===== src/rtl/dac_pkg.sv =====
// Shared types and helpers for the DAC sample path: buffer state encoding,
// midscale constant, offset-binary conversion and lane extraction.
package dac_pkg;

  localparam int unsigned DEF_LANES    = 4;
  localparam int unsigned DEF_SAMPLE_W = 8;
  localparam int unsigned MAX_SAMPLE_W = 32;
  localparam int unsigned MAX_WORD_W   = 512;

  typedef enum logic {
    BUF_EMPTY  = 1'b0,
    BUF_ACTIVE = 1'b1
  } buf_state_t;

  function automatic logic [MAX_SAMPLE_W-1:0] midscale(input int unsigned width,
                                                       input bit          offset_bin);
    logic [MAX_SAMPLE_W-1:0] m;
    m = '0;
    if (offset_bin) m[width-1] = 1'b1;
    return m;
  endfunction

  // Two's complement to offset binary is a flip of the sample MSB.
  function automatic logic [MAX_SAMPLE_W-1:0] to_offset_bin(input logic [MAX_SAMPLE_W-1:0] x,
                                                            input int unsigned             width);
    logic [MAX_SAMPLE_W-1:0] r;
    r = x;
    r[width-1] = ~x[width-1];
    return r;
  endfunction

  function automatic logic [MAX_SAMPLE_W-1:0] lane_slice(input logic [MAX_WORD_W-1:0] word,
                                                         input int unsigned           idx,
                                                         input int unsigned           width);
    return MAX_SAMPLE_W'(word >> (idx * width));
  endfunction

endpackage


===== src/rtl/sat_counter.sv =====
// Saturating event counter with synchronous clear; clear wins over increment.
module sat_counter #(
  parameter int unsigned WIDTH = 16
) (
  input  logic             clk,
  input  logic             reset,
  input  logic             inc,
  input  logic             clr,
  output logic [WIDTH-1:0] count
);

  always_ff @(posedge clk or posedge reset) begin
    if (reset) begin
      count <= '0;
    end else if (clr) begin
      count <= '0;
    end else if (inc && (count != '1)) begin
      count <= count + WIDTH'(1);
    end
  end

endmodule


===== src/rtl/dac_sample_serializer.sv =====
// Unpacks multi-lane DAC words into one sample per strobe, with optional
// offset-binary output, gapless word reload and underrun handling/statistics.
module dac_sample_serializer
  import dac_pkg::*;
#(
  parameter int unsigned LANES          = DEF_LANES,
  parameter int unsigned SAMPLE_W       = DEF_SAMPLE_W,
  parameter int unsigned OUT_OFFSET_BIN = 1,
  parameter int unsigned CNT_W          = 16
) (
  input  logic                      clk,
  input  logic                      reset,
  input  logic [LANES*SAMPLE_W-1:0] in_data,
  input  logic [LANES-1:0]          in_cw,
  input  logic                      in_valid,
  output logic                      in_ready,
  input  logic                      sample_stb,
  input  logic                      underrun_hold,
  input  logic                      clr_count,
  output logic [SAMPLE_W-1:0]       dac_data,
  output logic                      dac_cw,
  output logic                      dac_valid,
  output logic                      underrun,
  output logic [CNT_W-1:0]          underrun_count
);

  localparam int unsigned WORD_W = LANES * SAMPLE_W;
  localparam int unsigned IDX_W  = $clog2(LANES);
  localparam logic [IDX_W-1:0]    LAST_IDX = IDX_W'(LANES - 1);
  localparam logic [SAMPLE_W-1:0] MID = SAMPLE_W'(midscale(SAMPLE_W, OUT_OFFSET_BIN != 0));

  buf_state_t              state;
  logic [WORD_W-1:0]       buf_data;
  logic [LANES-1:0]        buf_cw;
  logic [IDX_W-1:0]        lane_idx;
  logic                    last_lane;
  logic                    accept;
  logic                    strobe_empty;
  logic [MAX_WORD_W-1:0]   word_ext;
  logic [MAX_SAMPLE_W-1:0] lane_raw;
  logic [SAMPLE_W-1:0]     cur_sample;

  assign last_lane    = (lane_idx == LAST_IDX);
  assign in_ready     = (state == BUF_EMPTY) || (sample_stb && last_lane);
  assign accept       = in_valid && in_ready;
  assign strobe_empty = sample_stb && (state == BUF_EMPTY);

  always_comb begin
    word_ext = '0;
    word_ext[WORD_W-1:0] = buf_data;
    lane_raw = lane_slice(word_ext, 32'(lane_idx), SAMPLE_W);
    if (OUT_OFFSET_BIN != 0) lane_raw = to_offset_bin(lane_raw, SAMPLE_W);
    cur_sample = SAMPLE_W'(lane_raw);
  end

  // A word accepted on the last-lane strobe overrides the drop to EMPTY,
  // which is what keeps back-to-back words bubble-free.
  always_ff @(posedge clk or posedge reset) begin
    if (reset) begin
      state     <= BUF_EMPTY;
      buf_data  <= '0;
      buf_cw    <= '0;
      lane_idx  <= '0;
      dac_data  <= MID;
      dac_cw    <= 1'b0;
      dac_valid <= 1'b0;
      underrun  <= 1'b0;
    end else begin
      dac_valid <= sample_stb;
      underrun  <= 1'b0;
      if (sample_stb) begin
        if (state == BUF_ACTIVE) begin
          dac_data <= cur_sample;
          dac_cw   <= buf_cw[lane_idx];
          if (last_lane) begin
            lane_idx <= '0;
            state    <= BUF_EMPTY;
          end else begin
            lane_idx <= lane_idx + IDX_W'(1);
          end
        end else begin
          underrun <= 1'b1;
          dac_cw   <= 1'b0;
          if (!underrun_hold) dac_data <= MID;
        end
      end
      if (accept) begin
        buf_data <= in_data;
        buf_cw   <= in_cw;
        lane_idx <= '0;
        state    <= BUF_ACTIVE;
      end
    end
  end

  sat_counter #(
    .WIDTH(CNT_W)
  ) u_underrun_cnt (
    .clk  (clk),
    .reset(reset),
    .inc  (strobe_empty),
    .clr  (clr_count),
    .count(underrun_count)
  );

endmodule


===== config.mk =====
export PLATFORM = sky130hd
export DESIGN_NAME = dac_sample_serializer
export DESIGN_NICKNAME = d
export VERILOG_FILES = /design/src/rtl/dac_pkg.sv /design/src/rtl/sat_counter.sv /design/src/rtl/dac_sample_serializer.sv
export SDC_FILE = /design/constraint.sdc
export NUM_CORES = 1
export LEC_CHECK = 0
export ABC_AREA = 1
export CELL_PAD_IN_SITES_DETAIL_PLACEMENT = 0
export CELL_PAD_IN_SITES_GLOBAL_PLACEMENT = 1
export CORE_MARGIN = 2
export CORE_UTILIZATION = 41
export CTS_CLUSTER_DIAMETER = 60
export DETAILED_ROUTE_END_ITERATION = 8
export GPL_ROUTABILITY_DRIVEN = 0
export PLACE_DENSITY_LB_ADDON = 0.1
export SLEW_MARGIN = 20
export SYNTH_ARGS = -nofsm -noshare
export SYNTH_HDL_FRONTEND = slang
export SYNTH_SLANG_ARGS = --single-unit
export TNS_END_PERCENT = 5

===== constraint.sdc =====
create_clock -name clk -period 3.7 [get_ports clk]
set_input_delay 0.74 -clock clk [delete_from_list [all_inputs] [get_ports clk]]
set_output_delay 0.74 -clock clk [all_outputs]
set_load 0.1 [all_outputs]

==> results.ini <==
[routing]
ant_nets=0
drt_iter0_markers=146
drc=0
vias=2635
wl_microns=7470
avgViaCountPerCell=4.95
dr.pass1.iters=4
wl_per_cell_microns=14.0

[clock_network]
ctsRootBufferMaster=clkbuf_8
clockBufferDepth=2
ctsHoldBuffers=0
ctsResizeCount=0
clk_pin_slew_ns=0.07
htreeDepth=3
clkSinkCount=66
insertion_delay_ns=0.33
postCtsSetupRepairBufs=0
cts_made_buffers=9
tritoncts=built

[place]
place_ws_ns=0.885
io_buffers=69
detailed_place_hpwl_microns=4940
placed_cells=516
place_area_sq_um=3960

[sta]
rsz0062_at_grt=no
setup_slack_ns=0.961
drv_slew=0
fin_crit_ns=2.74
tightest_slew_ns=1.00
fmax_mhz=365
holdWs_ns=0.498
setup_viol=0
skew_ns=0.00941
slew_headroom_pct=33.0
fin_crit_sh_pct=74.0
tns_ns=0
finalHoldViolCount=0

[worst_setup_path]
crit_chain=clkdlybuf4s50_1
critPathMaxFanout=8
critical_path_buf_inv_count=1
critPathLaunchType=register
cp-end-kind=output port
cp.required_ns=2.96
max_stage_delay_ns=1.19
crit_type=reg -> out
cp_slowest_cell=clkdlybuf4s50_1
crit_family=buffers and inverters
arrival_ns=2.00

[global_routing]
gr-total-overflow=0
grt_start_max_net_pins=46
track_usage_pct=18.2
grt_first_pass_wirelength_microns=12100
gr-usage-met2_pct=26.6
grt_util_met3_pct=3.04
grt_pass1_vias=2417
top_usage_layer=met1
global_route.usage.met1_pct=27.3
antenna_found_initial=0

[synthesis]
synth_warnings=0
syn_inst=354
synthFlopType=dfrtp_1
synth_top_area_cell=dfrtp_1
syn_avg_cell_area_sq_um=8.98
netlist_top_cells_count=nand2_1, dfrtp_1, inv_1
async_flop_share_pct=100
synth.most_common_cell=nand2_1
synth_cell_types=26
synth-seq-cells=66
synth_nets=398
synth_edf_count=0
ys_seq_area_share_pct=52.0
syn-cell-area_sq_um=3180
synthTopCellsByArea=dfrtp_1, mux2_2, nand2_1
synth_top_area_share_pct=51.2

[floorplanning]
initial_core_util_pct=41.8
num_rows=32
die_w_microns=92.0
die_area_sq_um=8470
coreArea_sq_um=7610
die_height_microns=92.0
ioPinCount=70

[cells_and_area]
drive_gt1_share_pct=14.0
fillCellCount=728
diodes=0
fin_cells=532
synthToLayoutAreaGrowth_pct=32.8
final_nets=469
fin_area_sq_um=4220

[power]
p_sw_uw=1160
p_int_uw=1900
clkPwrFrac_pct=25.6
sw_frac_of_total_pct=37.9
p_comb_share_pct=37.7
p_per_area_nw_per_um2=726
seqPwrFrac_pct=36.7
leakagePower_uw=0.00195
ir_worst_vdd_mv=0.400

[run_status]
run_status=finished, final reports clean

[min_path]
hold_path.class=reg -> reg

[flow_run]
cap_violations=0

-- flip-flops by register name, summed over array words and instances, names as in the netlist --
signal and flops:
u_underrun_cnt.count 16, lane_idx 2, dac_data 8, underrun 1, buf_cw 4, buf_data 32
dac_cw 1, dac_valid 1, state 1
-- per-layer routing --
| layer | part of all wire (%) | routed length [microns] |
|---|---|---|
| met5 | 0 | 0 |
| met4 | 0.70 | 52 |
| met3 | 3.3 | 248 |
| met2 | 45 | 3350 |
| met1 | 51 | 3820 |
-- cells in the final DEF, fill, tap and decap left out, types with 4 or more instances in the layout --
cell type / instances
o21ai_0: 24
inv_1: 39
clkdlybuf4s50_1: 68
buf_4: 5
clkbuf_8: 9
a21oi_1: 18
dfrtp_1: 65
nor2_1: 24
nand4_1: 14
mux2_2: 28
bufinv_16: 4
nand2_1: 79
nand3_1: 29
-- cell type report --
type	count	area (sq um)	share of cell area, %
sequential	66	1650	39.2
multi-input combinational	235	1310	31.1
timing repair buffer	73	718	17.0
inverter	40	150	3.56
clock inverter	6	130	3.08
clock buffer	10	128	3.02
tap	102	128	3.02
-- final timing paths --
path,from,to,slack (ns),cells after the start
max in group asynchronous,reset,buf_data[26]$_DFFE_PP0P_,2.04,3
hold / removal,buf_data[15]$_DFFE_PP0P_,buf_data[15]$_DFFE_PP0P_,0.50,1
min in group asynchronous,reset,buf_data[0]$_DFFE_PP0P_,0.91,2
setup reg to reg,lane_idx[1]$_DFFE_PP0P_,buf_data[27]$_DFFE_PP0P_,1.21,5
setup / recovery,u_underrun_cnt.count[7]$_DFFE_PP0P_,underrun_count[7],0.96,1
hold reg to reg,buf_data[15]$_DFFE_PP0P_,buf_data[15]$_DFFE_PP0P_,0.50,1
-- power by group through the flow --
stage / Sequential (uW) / Combinational [uW] / Clock [uW]
final: 1130 / 1150 / 785
after CTS: 1130 / 1170 / 804
after detailed placement: 1140 / 1170 / 0
after global routing: 1160 / 1250 / 837
after floorplan: 1440 / 566 / 0
after global placement: 1130 / 1150 / 0
-- stage by stage --
step | total power [uW] | utilization, %
2_1_floorplan | 2010 | -
4_1_cts | 3100 | 55.5
5_1_grt | 3250 | 55.5
6_report | 3060 | 55.5
3_3_place_gp | 2280 | 52.1
3_5_place_dp | 2300 | 52.1
-- logic make-up (layout without fill, tap and decap cells) --
logic type	count (synthesis)	count (layout)	share of synthesized area, %
XOR/XNOR	2	2	0.551
AND/OR/NAND/NOR	157	157	22.5
adder cells (fa/ha/maj)	2	2	0.787
AO/OA/AOI/OAI	46	46	7.60
flip-flops	66	66	52.0
buffers and inverters	53	129	6.65
multiplexers	28	28	9.92
(Power assumes the default switching activity.)
